==> src/rtl/game_flow_ctrl.sv <==
// Round/score sequencer for the two-player VGA game: countdown, play, point hold, game over.
// Optional pause support is compiled in with `define GAME_PAUSE_EN.
//
// state  | meaning
// IDLE   | no game, scores and timer cleared
// READY  | pre-round countdown, one step per tick
// PLAY   | round running, hits score, timer counts down
// POINT  | one-second hold after a point, timer frozen
// OVER   | game finished, winner latched
// PAUSED | round frozen (GAME_PAUSE_EN only)
module game_flow_ctrl #(
    parameter int TICK_DIV      = 100_000_000,
    parameter int COUNTDOWN_SEC = 3,
    parameter int ROUND_SEC     = 30,
    parameter int WIN_SCORE     = 5
) (
    input  logic       clk,
    input  logic       rst,
    input  logic       start,
    input  logic       p0_hit,
    input  logic       p1_hit,
    input  logic       theme_btn,
    input  logic       pause,
    output logic [3:0] state,
    output logic [3:0] score0,
    output logic [3:0] score1,
    output logic [3:0] cnt0,
    output logic [3:0] cnt1,
    output logic [1:0] winner,
    output logic       theme_c
);

    localparam int             TW        = $clog2(TICK_DIV);
    localparam logic [TW-1:0]  TICK_LAST = TW'(TICK_DIV - 1);
    localparam logic [3:0]     RND_TENS  = 4'(ROUND_SEC / 10);
    localparam logic [3:0]     RND_ONES  = 4'(ROUND_SEC % 10);
    localparam logic [3:0]     CD_ONES   = 4'(COUNTDOWN_SEC);
    localparam logic [3:0]     WIN       = 4'(WIN_SCORE);

    typedef enum logic [3:0] {
        S_IDLE   = 4'd0,
        S_READY  = 4'd1,
        S_PLAY   = 4'd2,
        S_POINT  = 4'd3,
        S_OVER   = 4'd4,
        S_PAUSED = 4'd5
    } state_t;

    state_t        st_q;
    logic [TW-1:0] tick_cnt;
    logic          tick;
    logic          hit0;
    logic          hit1;
    logic [3:0]    score0_inc;
    logic [3:0]    score1_inc;
    logic [3:0]    score0_new;
    logic [3:0]    score1_new;
    logic [3:0]    dec_ones;
    logic [3:0]    dec_tens;
    logic          timer_one;
    logic          win_hit;

`ifndef GAME_PAUSE_EN
    logic pause_unused;
    assign pause_unused = pause;
`endif

    function automatic logic [1:0] win_code(input logic [3:0] a, input logic [3:0] b);
        if (a > b)
            return 2'b01;
        else if (b > a)
            return 2'b10;
        else
            return 2'b11;
    endfunction

    assign state = st_q;
    assign tick  = (tick_cnt == TICK_LAST);

    always_comb begin
        hit0       = p0_hit & ~p1_hit;
        hit1       = p1_hit & ~p0_hit;
        score0_inc = score0 + 4'd1;
        score1_inc = score1 + 4'd1;
        score0_new = hit0 ? score0_inc : score0;
        score1_new = hit1 ? score1_inc : score1;
        win_hit    = (hit0 && score0_inc == WIN) || (hit1 && score1_inc == WIN);
        timer_one  = (cnt1 == 4'd0) && (cnt0 == 4'd1);
        dec_ones   = cnt0;
        dec_tens   = cnt1;
        // BCD borrow; a timer already at 00 stays there
        if (cnt0 != 4'd0) begin
            dec_ones = cnt0 - 4'd1;
        end else if (cnt1 != 4'd0) begin
            dec_ones = 4'd9;
            dec_tens = cnt1 - 4'd1;
        end
    end

    always_ff @(posedge clk or negedge rst) begin
        if (!rst) begin
            theme_c <= 1'b0;
        end else if (theme_btn) begin
            theme_c <= ~theme_c;
        end
    end

    always_ff @(posedge clk or negedge rst) begin
        if (!rst) begin
            st_q     <= S_IDLE;
            tick_cnt <= '0;
            score0   <= 4'd0;
            score1   <= 4'd0;
            cnt0     <= 4'd0;
            cnt1     <= 4'd0;
            winner   <= 2'b00;
        end else begin
            tick_cnt <= tick ? '0 : tick_cnt + 1'b1;
            case (st_q)
                S_IDLE: begin
                    if (start) begin
                        st_q     <= S_READY;
                        tick_cnt <= '0;
                        score0   <= 4'd0;
                        score1   <= 4'd0;
                        cnt1     <= 4'd0;
                        cnt0     <= CD_ONES;
                        winner   <= 2'b00;
                    end
                end
                S_READY: begin
                    if (tick) begin
                        if (timer_one) begin
                            st_q <= S_PLAY;
                            cnt1 <= RND_TENS;
                            cnt0 <= RND_ONES;
                        end else begin
                            cnt1 <= dec_tens;
                            cnt0 <= dec_ones;
                        end
                    end
                end
                S_PLAY: begin
`ifdef GAME_PAUSE_EN
                    if (pause) begin
                        st_q     <= S_PAUSED;
                        tick_cnt <= tick_cnt;
                    end else
`endif
                    begin
                        score0 <= score0_new;
                        score1 <= score1_new;
                        if (tick) begin
                            cnt1 <= dec_tens;
                            cnt0 <= dec_ones;
                        end
                        // hit is applied before a same-cycle timeout ends the round
                        if (win_hit || (tick && timer_one)) begin
                            st_q     <= S_OVER;
                            tick_cnt <= '0;
                            winner   <= win_code(score0_new, score1_new);
                        end else if (hit0 || hit1) begin
                            st_q     <= S_POINT;
                            tick_cnt <= '0;
                        end
                    end
                end
                S_POINT: begin
                    if (tick)
                        st_q <= S_PLAY;
                end
                S_OVER: begin
                    if (start) begin
                        st_q     <= S_READY;
                        tick_cnt <= '0;
                        score0   <= 4'd0;
                        score1   <= 4'd0;
                        cnt1     <= 4'd0;
                        cnt0     <= CD_ONES;
                        winner   <= 2'b00;
                    end
                end
`ifdef GAME_PAUSE_EN
                S_PAUSED: begin
                    tick_cnt <= tick_cnt;
                    if (pause || start)
                        st_q <= S_PLAY;
                end
`endif
                default: begin
                    st_q     <= S_IDLE;
                    tick_cnt <= '0;
                    score0   <= 4'd0;
                    score1   <= 4'd0;
                    cnt0     <= 4'd0;
                    cnt1     <= 4'd0;
                    winner   <= 2'b00;
                end
            endcase
        end
    end

endmodule
==> config.mk <==
export PLATFORM = sky130hd
export DESIGN_NAME = game_flow_ctrl
export DESIGN_NICKNAME = d
export VERILOG_FILES = /design/src/rtl/game_flow_ctrl.sv
export SDC_FILE = /design/constraint.sdc
export NUM_CORES = 1
export LEC_CHECK = 0
export CAP_MARGIN = 20
export CORE_MARGIN = 10
export CORE_UTILIZATION = 60
export DETAILED_ROUTE_END_ITERATION = 7
export PLACE_DENSITY = 0.85
export SLEW_MARGIN = 20
export SYNTH_ARGS = -nofsm -noshare
export SYNTH_HDL_FRONTEND = slang
export SYNTH_SLANG_ARGS = --single-unit
==> constraint.sdc <==
create_clock -name clk -period 3.5 [get_ports clk]
set_input_delay 1.05 -clock clk [delete_from_list [all_inputs] [get_ports clk]]
set_output_delay 1.05 -clock clk [all_outputs]
set_load 0.02 [all_outputs]
==> Word-level counts from Yosys, hierarchy flattened <==
Cells that the tools add are included.
{ "classes": {"n_addsub": 5, "n_mul": 0, "div_mod_pow": 0, "order_cmp": 2, "eq_ne": 15, "n_shift": 0, "n_mux": 35, "bitwise": 7, "reduce_logical": 17} }
{ "ops": {"columns": ["op", "count"], "rows": [
  ["2-to-1 mux 27 bit", 4],
  ["one-hot mux 27 bit (3 select lines)", 1],
  ["2-to-1 mux 4 bit", 20],
  ["one-hot mux 4 bit (4 select lines)", 3],
  ["adder 27 x 1 -> 27 bit, second input constant", 1],
  ["equality test 27 bit, second input constant", 1],
  ["one-hot mux 4 bit (3 select lines)", 2],
  ["equality test 4 x 3 -> 1 bit, second input constant", 3],
  ["!= test 2 bit, second input constant", 5],
  ["adder 4 x 1 -> 4 bit, second input constant", 2],
  ["equality test 4 x 1 -> 1 bit, second input constant", 2],
  ["equality test 4 x 2 -> 1 bit, second input constant", 2],
  ["> comparator 4 bit", 2],
  ["logical NOT 4 bit", 2],
  ["nonzero test 4 bit", 2],
  ["subtractor 4 x 1 -> 4 bit, second input constant", 2],
  ["2-to-1 mux 2 bit", 3],
  ["one-hot mux 2 bit (3 select lines)", 1],
  ["NOT 1 bit", 5],
  ["AND reduction 5 bit", 1],
  ["logical AND 1 bit", 4],
  ["AND reduction 4 bit", 1],
  ["OR reduction 2 bit", 2],
  ["logical OR 1 bit", 3],
  ["6 further kinds", 7]
]} }
{ "totals": {"reg_bits": 50, "latchBits": 0, "ramBits": 0, "mem_bits_ro": 0, "input_bits": 7, "out_inout_bits": 23, "elab_cells": 89, "mem_count": 0} }

==> Depth between registers and ports, before layout <==
{ "logic_depth": {"ltp_word": 8, "ltp_mapped": 9, "mapped_depth_nobuf": 9} }

==> Least setup slack after synthesis <==
No wires, ideal clock.
{ "synth_timing": {"path_type": "input to register", "from": "in p0_hit", "to": "reg winner[1]", "setup_ns": 0.122, "t_arrival_ns": 2.415, "required_ns": 3.378, "path_slack_ns": 0.963, "cell_stages": 8, "path_cell_list": "inv_1 -> ha_1 -> nand4_1 -> xnor2_1 -> ha_1 -> a21oi_1 -> o21ai_0 -> a32o_1"} }
{ "synth_between": {"elab_chain_len": 7} }
{ "synth_rtl": {"columns": ["element", "line_no", "source"], "rows": [
  ["from (decl)", "20", "input logic p0_hit,"],
  ["NOT 1 bit", "82", "hit1 = p1_hit & ~p0_hit;"],
  ["AND 1 bit", "82", null],
  ["2-to-1 mux 4 bit or logical AND 1 bit (tied branches)", "86, 87", null],
  ["> comparator 4 bit or logical OR 1 bit (tied branches)", "69, 87", null],
  ["2-to-1 mux 2 bit or logical OR 1 bit (tied branches)", "69, 158", null],
  ["2-to-1 mux 2 bit or != test 2 bit (tied branches)", null, null],
  ["one-hot mux 2 bit (3 select lines) or AND reduction 3 bit (tied branches)", null, null],
  ["to (signal assigned)", "161", "winner <= win_code(score0_new, score1_new);"],
  ["to (decl)", "29", "output logic [1:0] winner,"]
]} }
Parallel ways exist; a longest one is shown, timed or not. The select of a mux whose other input is x is not followed.
A chain may end at the register's enable or synchronous reset.

==> Worst setup path after layout <==
{ "layout_timing": {"from": "in p0_hit", "to": "reg winner[0]"} }
{ "layout_between": {"elab_chain_len": 8} }
{ "layout_rtl": {"columns": ["element", "line_no", "source"], "rows": [
  ["NOT 1 bit", "82", null],
  ["AND 1 bit", "82", null],
  ["2-to-1 mux 4 bit", "86", "score1_new = hit1 ? score1_inc : score1;"],
  ["> comparator 4 bit", "71", "else if (b > a)"],
  ["2-to-1 mux 1 bit", "71", null],
  ["2-to-1 mux 2 bit", "69", "if (a > b)"],
  ["2-to-1 mux 2 bit", "158", "if (win_hit || (tick && timer_one)) begin"],
  ["one-hot mux 2 bit (3 select lines)", "119", "case (st_q)"]
]} }
Parallel ways exist; a longest one is shown, timed or not. The select of a mux whose other input is x is not followed.

==> results_tabular.tex <==
\begin{tabular}{lr}
\hline
Metric & Value \\
\hline
\multicolumn{2}{l}{\textbf{Logic synthesis}} \\
\quad Cell taking the most area after synthesis & dfrtp\_1 \\
\quad Main flop type after synthesis & dfrtp\_1 \\
\quad Synth Net Count & 339 \\
\quad Post-synthesis instance total & $\sim$320 \\
\quad Top area cells in the synthesized netlist & dfrtp\_1 (39\%), nor4\_2 (6.3\%), xnor2\_1 (5.8\%), ha\_1 (5.6\%), xor2\_1 (3.9\%) \\
\quad Area of the mapped netlist & 0.00316 mm² \\
\quad Number of enable flip-flop cells after synthesis & 0 \\
\quad Flip-flop and latch count after synthesis & 49 \\
\quad Cell variety after synth & 57 \\
\quad Average cell area after synthesis & just under 10 µm² \\
\quad Most numerous cell in the Yosys netlist & dfrtp\_1 \\
\quad YS warnings & 0 \\
\quad Portion of the post-synthesis area used by sequential elements & 0.389 \\
\quad Share of Yosys cell area claimed by the top area cell type & 0.389 \\
\quad FFs w/ async S/R, synth & 1.00 \\
\quad Most common library cells after synthesis & dfrtp\_1 (49), nand2\_1 (28), xnor2\_1 (21), nor2\_1 (18), nor4\_2 (16) \\
\multicolumn{2}{l}{\textbf{Worst hold path}} \\
\quad Type of the most critical hold path & reg2reg \\
\multicolumn{2}{l}{\textbf{Critical path}} \\
\quad CP startpoint kind & input port \\
\quad Kind of critical path & in2reg \\
\quad Arrival time of data at the critical path endpoint & 3.05 ns \\
\quad Maximum fanout encountered on the critical timing path & 5 \\
\quad Endpoint kind of the worst setup timing path & flip-flop \\
\quad CP required & 3.71 ns \\
\multicolumn{2}{l}{\textbf{Route}} \\
\quad WL/cell & 16.7 µm \\
\quad Detailed-router iteration count before antenna repair & 5 \\
\quad DRT Wirelength & 6930 µm \\
\quad Final antenna-violating net count & 0 \\
\quad Detailed Route Iter0 Violations & roughly 120 \\
\quad Residual DRC count & 0 \\
\quad Vias per cell & 6.17 \\
\quad Vias after detailed routing & 2553 \\
\multicolumn{2}{l}{\textbf{Clocking}} \\
\quad \# hold bufs at CTS & 0 \\
\quad Clock-pin slew on the worst setup and hold paths & 0.09 ns \\
\quad Clock insertion delay at the later pin of the skew report & 0.31 ns \\
\quad TritonCTS clock tree & done \\
\quad Clock tree root buffer cell & clkbuf\_8 \\
\quad Setup fix buffers added after clock tree synthesis & 0 \\
\quad CTS H-tree depth & 2 \\
\quad TritonCTS sink count & 49 \\
\quad Clock buffer count from CTS & 5 \\
\quad CTS-repair resized insts & 0 \\
\quad Maximum buffer depth of the clock tree & 2 \\
\multicolumn{2}{l}{\textbf{Pwr}} \\
\quad Peak VDD IR & approximately 0.38 mV \\
\quad Reported leakage power & 0.00138 µW \\
\quad Total power divided by cell area & about 370 mW/mm² \\
\multicolumn{2}{l}{\textbf{Timing}} \\
\quad Final Hold Fails & 0 \\
\quad Total negative slack for setup checks & 0 ns \\
\quad Highest achievable clock rate & approximately 0.35 GHz \\
\quad Worst slew slack as a fraction of its limit & 0.425 \\
\quad Fin Clk Skew & 0.0157 ns \\
\quad Period utilisation layout & 0.813 \\
\quad Max-slew violation count & 0 \\
\quad Setup repair after global routing missed its margin & no \\
\quad Slew at the pin closest to its max-slew limit & $\sim$0.86 ns \\
\quad Min cycle time layout & 2.85 ns \\
\quad Final Setup Violations & 0 \\
\multicolumn{2}{l}{\textbf{Die}} \\
\quad Die extent in x & roughly 93 µm \\
\quad Boundary Pins & 30 \\
\quad Die Outline Area & 0.00856 mm² \\
\quad Area of the core & roughly 0.0051 mm² \\
\quad Chip Height & 92.5 µm \\
\quad Effective utilization at floorplan & 0.618 \\
\quad Row Count & 26 \\
\multicolumn{2}{l}{\textbf{Finish}} \\
\quad Post-Layout Cell Count & 414 \\
\quad Fill cell count & 386 \\
\quad Area of all sequential standard cells & roughly 0.0012 mm² \\
\quad Post-layout net count & 364 \\
\quad Finished Cell Area & 0.00356 mm² \\
\quad Syn-to-layout area delta & 12.8\% \\
\quad Share of cells above drive strength 1 & 0.134 \\
\quad Combined area of the multi-input logic cells & 0.00178 mm² \\
\quad Ant diodes & 0 \\
\multicolumn{2}{l}{\textbf{Global route}} \\
\quad Global-route wire length before repair & 11700 µm \\
\quad Remaining Overflow, GRT & 0 \\
\quad Initial antenna violation count & 0 \\
\quad Global-route usage over all layers & 0.162 \\
\quad Vias in the first global route & roughly 2400 \\
\quad Largest net degree at the start of global routing & 39 \\
\multicolumn{2}{l}{\textbf{Run status}} \\
\quad Run status & complete, no violations \\
\multicolumn{2}{l}{\textbf{Placed design}} \\
\quad Total placed instance area & 0.00347 mm² \\
\quad HPWL after detailed placement & 4920 µm \\
\quad Number of placed instances with taps included & roughly 410 \\
\quad Number of port buffers & 27 \\
\quad Final GP Congestion & 0.902 \\
\multicolumn{2}{l}{\textbf{Flow run}} \\
\quad Number of maximum-capacitance violations & 0 \\
\hline
\end{tabular}
## final cells by class
type	instances	area share
multi-input cells	242	0.500
flip-flops and latches	49	0.345
repair buffers	32	0.0921
well taps	70	0.0246
clock buffers	6	0.0204
inverters	13	0.0137
clock inverters	2	0.00422
## sequential cells by signal (all words and copies together), names as in the netlist
register	count
score0	4
theme_c	1
state	3
winner	2
cnt0	4
score1	4
tick_cnt	27
cnt1	4
## layout by cell type, fill, tap and decap left out, types with 4 or more instances in the layout
cell type	netlist	layout
o21ai_0	11	11
nor4_1	10	10
xor2_1	14	14
a21oi_1	8	8
xnor2_1	21	21
and3_1	4	4
o31ai_1	8	8
nor4_2	16	16
ha_1	14	14
nor2_1	18	18
dfrtp_1	49	49
or2_2	4	4
clkdlybuf4s50_1	0	26
nor3_1	13	13
clkbuf_8	0	5
inv_1	13	13
o32ai_1	4	4
nand4_1	7	7
nand3_1	14	14
nand2_1	28	28
## power breakdown
part	internal, µW	leakage [µW]	switching [µW]
clock	141	0.0000374	195
sequential	646	0.000563	89.1
combinational	128	0.000775	134
total	916	0.00138	418
## metal layers
layer	vias to the layer above	track usage	routed length (µm)
li1	1220	-	-
met1	1255	0.196	3040
met2	68	0.281	3440
met3	10	0.0387	372
met4	0	0.0398	73
met5	-	0	0
## path summary, 6_finish.rpt
check                             start          end  slack, ns  cells after the start
worst max-delay path             p0_hit    winner[0]       0.65                      9
worst min-delay path            theme_c      theme_c       0.48                      1
worst max register to register  cnt1[0]  tick_cnt[3]       1.05                      8
worst min register to register  theme_c      theme_c       0.48                      1
max in group asynchronous           rst  tick_cnt[6]       2.01                      2
min in group asynchronous           rst    score1[2]       0.84                      1
## critical path, cell delays in order
cell	delay, ns
clkdlybuf4s50_1	0.48
ha_1	0.30
nand4_1	0.13
xor2_1	0.19
ha_1	0.33
nand2_1	0.07
o21ai_0	0.22
a21oi_1	0.10
a22o_1	0.19
## cell families after synthesis
family                     after synthesis  synth area share
xor gates and xnor gates                35            0.0971
DFF                                     49             0.389
muxes                                    1           0.00317
AOI/OAI and AO/OA                       53             0.122
and+or+nand+nor                        138             0.283
buffers and inverters                   27            0.0500
other                                    1           0.00119
adders and majority gates               14            0.0555
## through the flow
stage | utilization | setup WS [ns] | hold slack [ns] | total power, µW
finish | 0.697 | 0.654 | 0.481 | 1330
global route | 0.697 | 0.472 | 0.506 | 1410
CTS | 0.697 | 0.665 | 0.484 | 1350
detailed placement | 0.680 | 0.339 | 0.464 | 1010
global placement | 0.680 | 0.392 | 0.455 | 988
floorplan | - | 0.963 | 0.465 | 929
Power figures use the tool's default switching activity.
